[config.mk]
export PLATFORM = sky130hd
export DESIGN_NAME = ball_color_runs
export DESIGN_NICKNAME = d
export VERILOG_FILES = /design/src/rtl/ball_pkg.sv /design/src/rtl/ball_pixel_class.sv /design/src/rtl/ball_color_runs.sv
export SDC_FILE = /design/constraint.sdc
export NUM_CORES = 1
export LEC_CHECK = 0
export CAP_MARGIN = 20
export CORE_ASPECT_RATIO = 2
export CORE_MARGIN = 10
export CORE_UTILIZATION = 30
export DETAILED_ROUTE_END_ITERATION = 6
export PLACE_DENSITY = 0.56
export SLEW_MARGIN = 25
export SYNTH_ARGS = -nofsm -noshare
export SYNTH_HDL_FRONTEND = slang
export SYNTH_SLANG_ARGS = --single-unit
[constraint.sdc]
create_clock -name clk -period 3.4 [get_ports clk]
set_clock_uncertainty 0.1 [all_clocks]
set_input_delay 0.68 -clock clk [delete_from_list [all_inputs] [get_ports clk]]
set_output_delay 0.68 -clock clk [all_outputs]
set_load 0.02 [all_outputs]
[src/rtl/ball_pkg.sv]
// Shared types and default thresholds for the ball color run detector.
package ball_pkg;

    typedef enum logic [2:0] {
        VOID   = 3'd0,
        RED    = 3'd1,
        BLUE   = 3'd2,
        YELLOW = 3'd3,
        BLACK  = 3'd4
    } color_class_e;

    typedef enum logic [1:0] {
        ST_IDLE = 2'd0,
        ST_RUN  = 2'd1,
        ST_GAP  = 2'd2
    } run_state_e;

    localparam int DEF_MIN_SAT     = 6;
    localparam int DEF_MIN_VAL     = 6;
    localparam int DEF_BLACK_VAL   = 4;
    localparam int DEF_RED_HIGH    = 20;
    localparam int DEF_RED_LOW     = 340;
    localparam int DEF_BLUE_LOW    = 200;
    localparam int DEF_BLUE_HIGH   = 250;
    localparam int DEF_YELLOW_LOW  = 45;
    localparam int DEF_YELLOW_HIGH = 70;

endpackage

[src/rtl/ball_pixel_class.sv]
// Combinational HSV pixel classifier: RED / BLUE / YELLOW / BLACK / VOID.
module ball_pixel_class
    import ball_pkg::*;
#(
    parameter int MIN_SAT     = DEF_MIN_SAT,
    parameter int MIN_VAL     = DEF_MIN_VAL,
    parameter int BLACK_VAL   = DEF_BLACK_VAL,
    parameter int RED_HIGH    = DEF_RED_HIGH,
    parameter int RED_LOW     = DEF_RED_LOW,
    parameter int BLUE_LOW    = DEF_BLUE_LOW,
    parameter int BLUE_HIGH   = DEF_BLUE_HIGH,
    parameter int YELLOW_LOW  = DEF_YELLOW_LOW,
    parameter int YELLOW_HIGH = DEF_YELLOW_HIGH
)(
    input  logic [8:0]   hue,
    input  logic [4:0]   saturation,
    input  logic [4:0]   value,
    output color_class_e pixel_class
);

    localparam logic [8:0] RED_HIGH_H    = 9'(RED_HIGH);
    localparam logic [8:0] RED_LOW_H     = 9'(RED_LOW);
    localparam logic [8:0] BLUE_LOW_H    = 9'(BLUE_LOW);
    localparam logic [8:0] BLUE_HIGH_H   = 9'(BLUE_HIGH);
    localparam logic [8:0] YELLOW_LOW_H  = 9'(YELLOW_LOW);
    localparam logic [8:0] YELLOW_HIGH_H = 9'(YELLOW_HIGH);
    localparam logic [4:0] MIN_SAT_S     = 5'(MIN_SAT);
    localparam logic [4:0] MIN_VAL_V     = 5'(MIN_VAL);
    localparam logic [4:0] BLACK_VAL_V   = 5'(BLACK_VAL);

    logic colored;

    always_comb begin
        colored     = (value > MIN_VAL_V) && (saturation > MIN_SAT_S);
        pixel_class = VOID;
        // Out-of-range hue is never a color, even on a dark pixel.
        if (hue > 9'd359)
            pixel_class = VOID;
        else if (colored) begin
            if ((hue < RED_HIGH_H) || (hue > RED_LOW_H))
                pixel_class = RED;
            else if ((hue >= BLUE_LOW_H) && (hue <= BLUE_HIGH_H))
                pixel_class = BLUE;
            else if ((hue >= YELLOW_LOW_H) && (hue <= YELLOW_HIGH_H))
                pixel_class = YELLOW;
        end
        else if (value < BLACK_VAL_V)
            pixel_class = BLACK;
    end

endmodule

[src/rtl/ball_color_runs.sv]
// Horizontal color run detector; define BALL_RUN_GAP_EN to bridge short BLACK gaps.
module ball_color_runs
    import ball_pkg::*;
#(
    parameter int HCOUNT_W    = 10,
    parameter int MIN_RUN     = 8,
    parameter int MAX_GAP     = 2,
    parameter int MIN_SAT     = DEF_MIN_SAT,
    parameter int MIN_VAL     = DEF_MIN_VAL,
    parameter int BLACK_VAL   = DEF_BLACK_VAL,
    parameter int RED_HIGH    = DEF_RED_HIGH,
    parameter int RED_LOW     = DEF_RED_LOW,
    parameter int BLUE_LOW    = DEF_BLUE_LOW,
    parameter int BLUE_HIGH   = DEF_BLUE_HIGH,
    parameter int YELLOW_LOW  = DEF_YELLOW_LOW,
    parameter int YELLOW_HIGH = DEF_YELLOW_HIGH
)(
    input  logic                clk,
    input  logic                reset,
    input  logic                write,
    input  logic [8:0]          hue,
    input  logic [4:0]          saturation,
    input  logic [4:0]          value,
    input  logic [HCOUNT_W-1:0] horiz_count,
    input  logic                line_start,
    output logic                run_valid,
    output logic [1:0]          run_color,
    output logic [HCOUNT_W-1:0] run_start,
    output logic [HCOUNT_W-1:0] run_end
);

    localparam logic [HCOUNT_W-1:0] MIN_RUN_W = HCOUNT_W'(MIN_RUN);
`ifdef BALL_RUN_GAP_EN
    localparam int GAP_W = (MAX_GAP < 1) ? 1 : $clog2(MAX_GAP + 1);
    localparam logic [GAP_W-1:0] MAX_GAP_G = GAP_W'(MAX_GAP);
    logic [GAP_W-1:0] gap_reg, gap_next;
`endif

    logic                s1_write_reg, s1_line_start_reg;
    logic [8:0]          s1_hue_reg;
    logic [4:0]          s1_sat_reg, s1_val_reg;
    logic [HCOUNT_W-1:0] s1_x_reg;
    color_class_e        pixel_class, s2_class_reg;
    logic                s2_write_reg, s2_line_start_reg;
    logic [HCOUNT_W-1:0] s2_x_reg;

    run_state_e          state_reg, state_next, cur_state;
    logic [1:0]          color_reg, color_next;
    logic [HCOUNT_W-1:0] start_reg, start_next, last_reg, last_next, run_len;
    color_class_e        eff_class;
    logic                is_color, same_color, start_run, close, emit;

    ball_pixel_class #(
        .MIN_SAT(MIN_SAT), .MIN_VAL(MIN_VAL), .BLACK_VAL(BLACK_VAL),
        .RED_HIGH(RED_HIGH), .RED_LOW(RED_LOW),
        .BLUE_LOW(BLUE_LOW), .BLUE_HIGH(BLUE_HIGH),
        .YELLOW_LOW(YELLOW_LOW), .YELLOW_HIGH(YELLOW_HIGH)
    ) u_class (
        .hue(s1_hue_reg),
        .saturation(s1_sat_reg),
        .value(s1_val_reg),
        .pixel_class(pixel_class)
    );

    always_comb begin
        eff_class = s2_class_reg;
`ifndef BALL_RUN_GAP_EN
        if (s2_class_reg == BLACK)
            eff_class = VOID;
`endif
        is_color   = (eff_class == RED) || (eff_class == BLUE) || (eff_class == YELLOW);
        same_color = is_color && (eff_class[1:0] == color_reg);
        // line_start closes the open run first; a coincident pixel then starts from IDLE.
        cur_state  = s2_line_start_reg ? ST_IDLE : state_reg;
        state_next = cur_state;
        color_next = color_reg;
        start_next = start_reg;
        last_next  = last_reg;
        close      = s2_line_start_reg && (state_reg != ST_IDLE);
        start_run  = 1'b0;
`ifdef BALL_RUN_GAP_EN
        gap_next   = gap_reg;
`endif
        if (s2_write_reg) begin
            case (cur_state)
                ST_IDLE: start_run = is_color;
                ST_RUN: begin
                    if (same_color)
                        last_next = s2_x_reg;
`ifdef BALL_RUN_GAP_EN
                    else if (eff_class == BLACK) begin
                        state_next = ST_GAP;
                        gap_next   = GAP_W'(1);
                    end
`endif
                    else begin
                        close      = 1'b1;
                        state_next = ST_IDLE;
                        start_run  = is_color;
                    end
                end
`ifdef BALL_RUN_GAP_EN
                ST_GAP: begin
                    if (eff_class == BLACK) begin
                        if (gap_reg < MAX_GAP_G)
                            gap_next = gap_reg + GAP_W'(1);
                        else begin
                            close      = 1'b1;
                            state_next = ST_IDLE;
                        end
                    end
                    else if (same_color) begin
                        state_next = ST_RUN;
                        last_next  = s2_x_reg;
                    end
                    else begin
                        close      = 1'b1;
                        state_next = ST_IDLE;
                        start_run  = is_color;
                    end
                end
`endif
                default: state_next = ST_IDLE;
            endcase
        end
        if (start_run) begin
            state_next = ST_RUN;
            color_next = eff_class[1:0];
            start_next = s2_x_reg;
            last_next  = s2_x_reg;
        end
        run_len = last_reg - start_reg + HCOUNT_W'(1);
        emit    = close && (run_len >= MIN_RUN_W);
    end

    always_ff @(posedge clk) begin
        if (reset) begin
            s1_write_reg      <= 1'b0;
            s1_line_start_reg <= 1'b0;
            s1_hue_reg        <= '0;
            s1_sat_reg        <= '0;
            s1_val_reg        <= '0;
            s1_x_reg          <= '0;
            s2_write_reg      <= 1'b0;
            s2_line_start_reg <= 1'b0;
            s2_class_reg      <= VOID;
            s2_x_reg          <= '0;
            state_reg         <= ST_IDLE;
            color_reg         <= '0;
            start_reg         <= '0;
            last_reg          <= '0;
`ifdef BALL_RUN_GAP_EN
            gap_reg           <= '0;
`endif
            run_valid         <= 1'b0;
            run_color         <= '0;
            run_start         <= '0;
            run_end           <= '0;
        end else begin
            s1_write_reg      <= write;
            s1_line_start_reg <= line_start;
            s1_hue_reg        <= hue;
            s1_sat_reg        <= saturation;
            s1_val_reg        <= value;
            s1_x_reg          <= horiz_count;
            s2_write_reg      <= s1_write_reg;
            s2_line_start_reg <= s1_line_start_reg;
            s2_class_reg      <= pixel_class;
            s2_x_reg          <= s1_x_reg;
            state_reg         <= state_next;
            color_reg         <= color_next;
            start_reg         <= start_next;
            last_reg          <= last_next;
`ifdef BALL_RUN_GAP_EN
            gap_reg           <= gap_next;
`endif
            run_valid         <= emit;
            if (emit) begin
                run_color <= color_reg;
                run_start <= start_reg;
                run_end   <= last_reg;
            end
        end
    end

endmodule
==> impl_metrics.tcl <==
set metrics [dict create \
    routed_wl_mm 8.06 \
    drc_errors 0 \
    p_sw_uw 450 \
    irDropWorstVdd_uv 280 \
    cts_root_buf "clkbuf_16" \
    core_sq_um 12600 \
    p_comb_share_pct 4.6 \
    stdcell_area_sq_um 4820 \
    antenna_cells 0 \
    pre_cts_ws_ns 0.461 \
    detailed_place.area_sq_um 4550 \
    startpoint_type "register" \
    yosysWarnings 0 \
    numPortBuffers 55 \
    clock-sinks 93 \
    worst_slack_ns 0.446 \
    max_slew_margin_pct 63.0 \
    cts_hold_buf 0 \
    track_usage_pct 9.17 \
    maxSlewViolCount 0 \
    avgSynthCellArea_sq_um 10.2 \
    status "completed" \
    drt-pass1-iter-count 4 \
    yosys.area.top_type_share_pct 48.4 \
    rr_worst_depth 12 \
    numCtsBuffers 9 \
    endpoint_kind "register" \
    crit_chain "inv_1, ha_1, inv_1, ha_1, fa_1, o21ai_0, a22oi_1, nand4_1, and4b_1, a31oi_4, buf_12, mux2i_1" \
    max_freq_ghz 0.339 \
    seq_area_frac_synth_pct 48.4 \
    cts_resized 0 \
    dieArea_sq_um 18000 \
    period_minus_slack_ns 2.95 \
    clk_pin_slew_ns 0.07 \
    p_seq_share_pct 53.3 \
    clockBufferDepth 2 \
    worst-path-buf-inv 3 \
    postRouteAntennaNets 0 \
    rsz0062_at_grt "no" \
    grt_max_degree 50 \
    synth_area_sq_um 3850 \
    area_delta_synth_final_pct 25.3 \
    yosys.area.top_type "dfxtp_1" \
    cpMaxStageDelayCell "fa_1" \
    setup_viol 0 \
    syn_inst 378 \
    min_period_over_period_pct 86.9 \
    maxCapViolations 0 \
    min_path_type "reg -> reg" \
    required_ns 3.57 \
    power_density_nw_per_um2 440 \
    synth.distinct_cells 45 \
    num_io_pins 56 \
    start_util_pct 30.6 \
    vias_per_cell 4.52 \
    hold_slack_ns 0.329 \
    num_vias 2652 \
    total_power_uw 2120 \
    grt_pass1_vias 2790 \
    intPower_uw 1670 \
    final_net_count 484 \
    cp.arrival_ns 3.13 \
    crit_type "reg -> reg" \
    timing.setup.tns_ns 0 \
    crit_cells 12 \
    clock_latency_ns 0.34 \
    crit_fanout 21 \
    gp_congestion 0.816 \
    die_h_um 180 \
    ys_ff_latch 93 \
    antenna_found_initial 0 \
    dp_hpwl_mm 6.15 \
    worstHoldPathCells 1 \
    cts_tree "yes" \
    layout-drive-gt1-share_pct 5.95 \
    synth_area_leaders "dfxtp_1, mux2i_1, nor2b_1" \
    dieWidth_um 100 \
    dr.first_iter.drc_count 86 \
    synthesis.nets 429 \
    grt_pass1_wl_mm 13.2 \
    row_count 58 \
    postCtsSetupBuffers 0 \
    p_clk_share_pct 42.1 \
    p_leak_uw 0.00180 \
    cp_slowest_stage_delay_ns 0.44 \
    netSwitchingFraction_pct 21.2 \
    path_delay_family "adder cells" \
    tightest_slew_ns 0.553 \
    hold_viol 0 \
    cts_max_level 3 \
    overflow 0 \
    wire_per_inst_um 13.7 \
]
[stage by stage]
stage | instances | util [%]
floorplan | 378 | -
global route | 587 | 38.4
finish | 587 | 38.4
CTS | 587 | 38.4
global placement | 572 | 36.3
detailed placement | 572 | 36.3
[worst register-to-register path: cells and delay by family (launching register included)]
| kind | cells | cell delay, ns |
|---|---|---|
| multiplexers | 1 | 0.21 |
| adder cells (fa/ha/maj) | 3 | 0.92 |
| buffers and inverters | 3 | 0.33 |
| AND/OR/NAND/NOR | 2 | 0.32 |
| flip-flops | 1 | 0.35 |
| AO/OA/AOI/OAI | 3 | 0.64 |
[logic make-up after synthesis]
kind of cell             after synthesis  synth area share [%]
AO/OA/AOI/OAI                         41                  7.64
XOR/XNOR                               5                  1.14
adder cells (fa/ha/maj)               18                  6.05
buffers and inverters                 31                  3.48
flip-flops                            93                  48.4
multiplexers                          44                  11.4
AND/OR/NAND/NOR                      146                  21.9
[final cells by class]
| class | instances | area [sq um] |
|---|---|---|
| Fill cell | 1273 | 7730 |
| Tap cell | 150 | 188 |
| Multi-Input combinational cell | 254 | 1850 |
| Sequential cell | 93 | 1860 |
| Timing Repair Buffer | 60 | 596 |
| Inverter | 15 | 56.3 |
| Clock inverter | 5 | 37.5 |
| Clock buffer | 10 | 229 |
[power by group through the flow]
stage,logic [uW],registers (uW),clock network [uW]
floorplan,54.9,1150,0
global placement,98.1,1160,0
detailed placement,99.6,1160,0
CTS,99.7,1130,920
global route,108,1130,966
finish,98.0,1130,893
[layer usage]
metal	part of all wire (%)	global-route usage, %
met1	41	9.08
met2	51	16.1
met3	5.4	3.30
met4	3.2	4.66
met5	0	0
[final timing paths]
path                      start         endpoint  slack [ns]
setup / recovery    last_reg[1]       run_end[3]        0.45
hold / removal    s1_val_reg[3]  s2_class_reg[2]        0.33
setup reg to reg    last_reg[1]       run_end[3]        0.45
hold reg to reg   s1_val_reg[3]  s2_class_reg[2]        0.33
[Yosys cell counts (all sizes together)]
library cell  instances
nand2                 7
o221ai                1
a21o                  3
mux2i                44
and4b                 1
buf                   4
ha                   17
o211a                 1
o32ai                 1
nor3                  4
nor4                  3
xor2                  2
nor3b                 2
a311oi                2
a211oi                3
nand2b               45
xnor2                 3
o22ai                 3
clkbuf               12
or2                   1
a31oi                 3
o21bai                1
nor4bb                1
or3                   2
fa                    1
nand3b                2
nor2                 26
inv                  15
o21ai                 8
a22oi                 1
nor2b                48
a31o                  1
a211o                 1
a21oi                 8
nand3                 2
nand4                 2
o211ai                1
dfxtp                93
o21a                  3
[cell usage in the layout (no fill, tap or decap), drive strengths merged, types with 2 or more instances in the layout]
| master | n |
|---|---|
| a211oi | 3 |
| a21o | 3 |
| a21oi | 8 |
| a311oi | 2 |
| a31oi | 3 |
| buf | 6 |
| clkbuf | 10 |
| clkdlybuf4s50 | 54 |
| clkinv | 2 |
| clkinvlp | 2 |
| dfxtp | 93 |
| ha | 17 |
| inv | 16 |
| mux2i | 44 |
| nand2 | 7 |
| nand2b | 45 |
| nand3 | 2 |
| nand3b | 2 |
| nand4 | 2 |
| nor2 | 26 |
| nor2b | 48 |
| nor3 | 4 |
| nor3b | 2 |
| nor4 | 3 |
| o21a | 3 |
| o21ai | 8 |
| o22ai | 3 |
| or3 | 2 |
| xnor2 | 3 |
| xor2 | 2 |
Power figures use the tool's default switching activity.
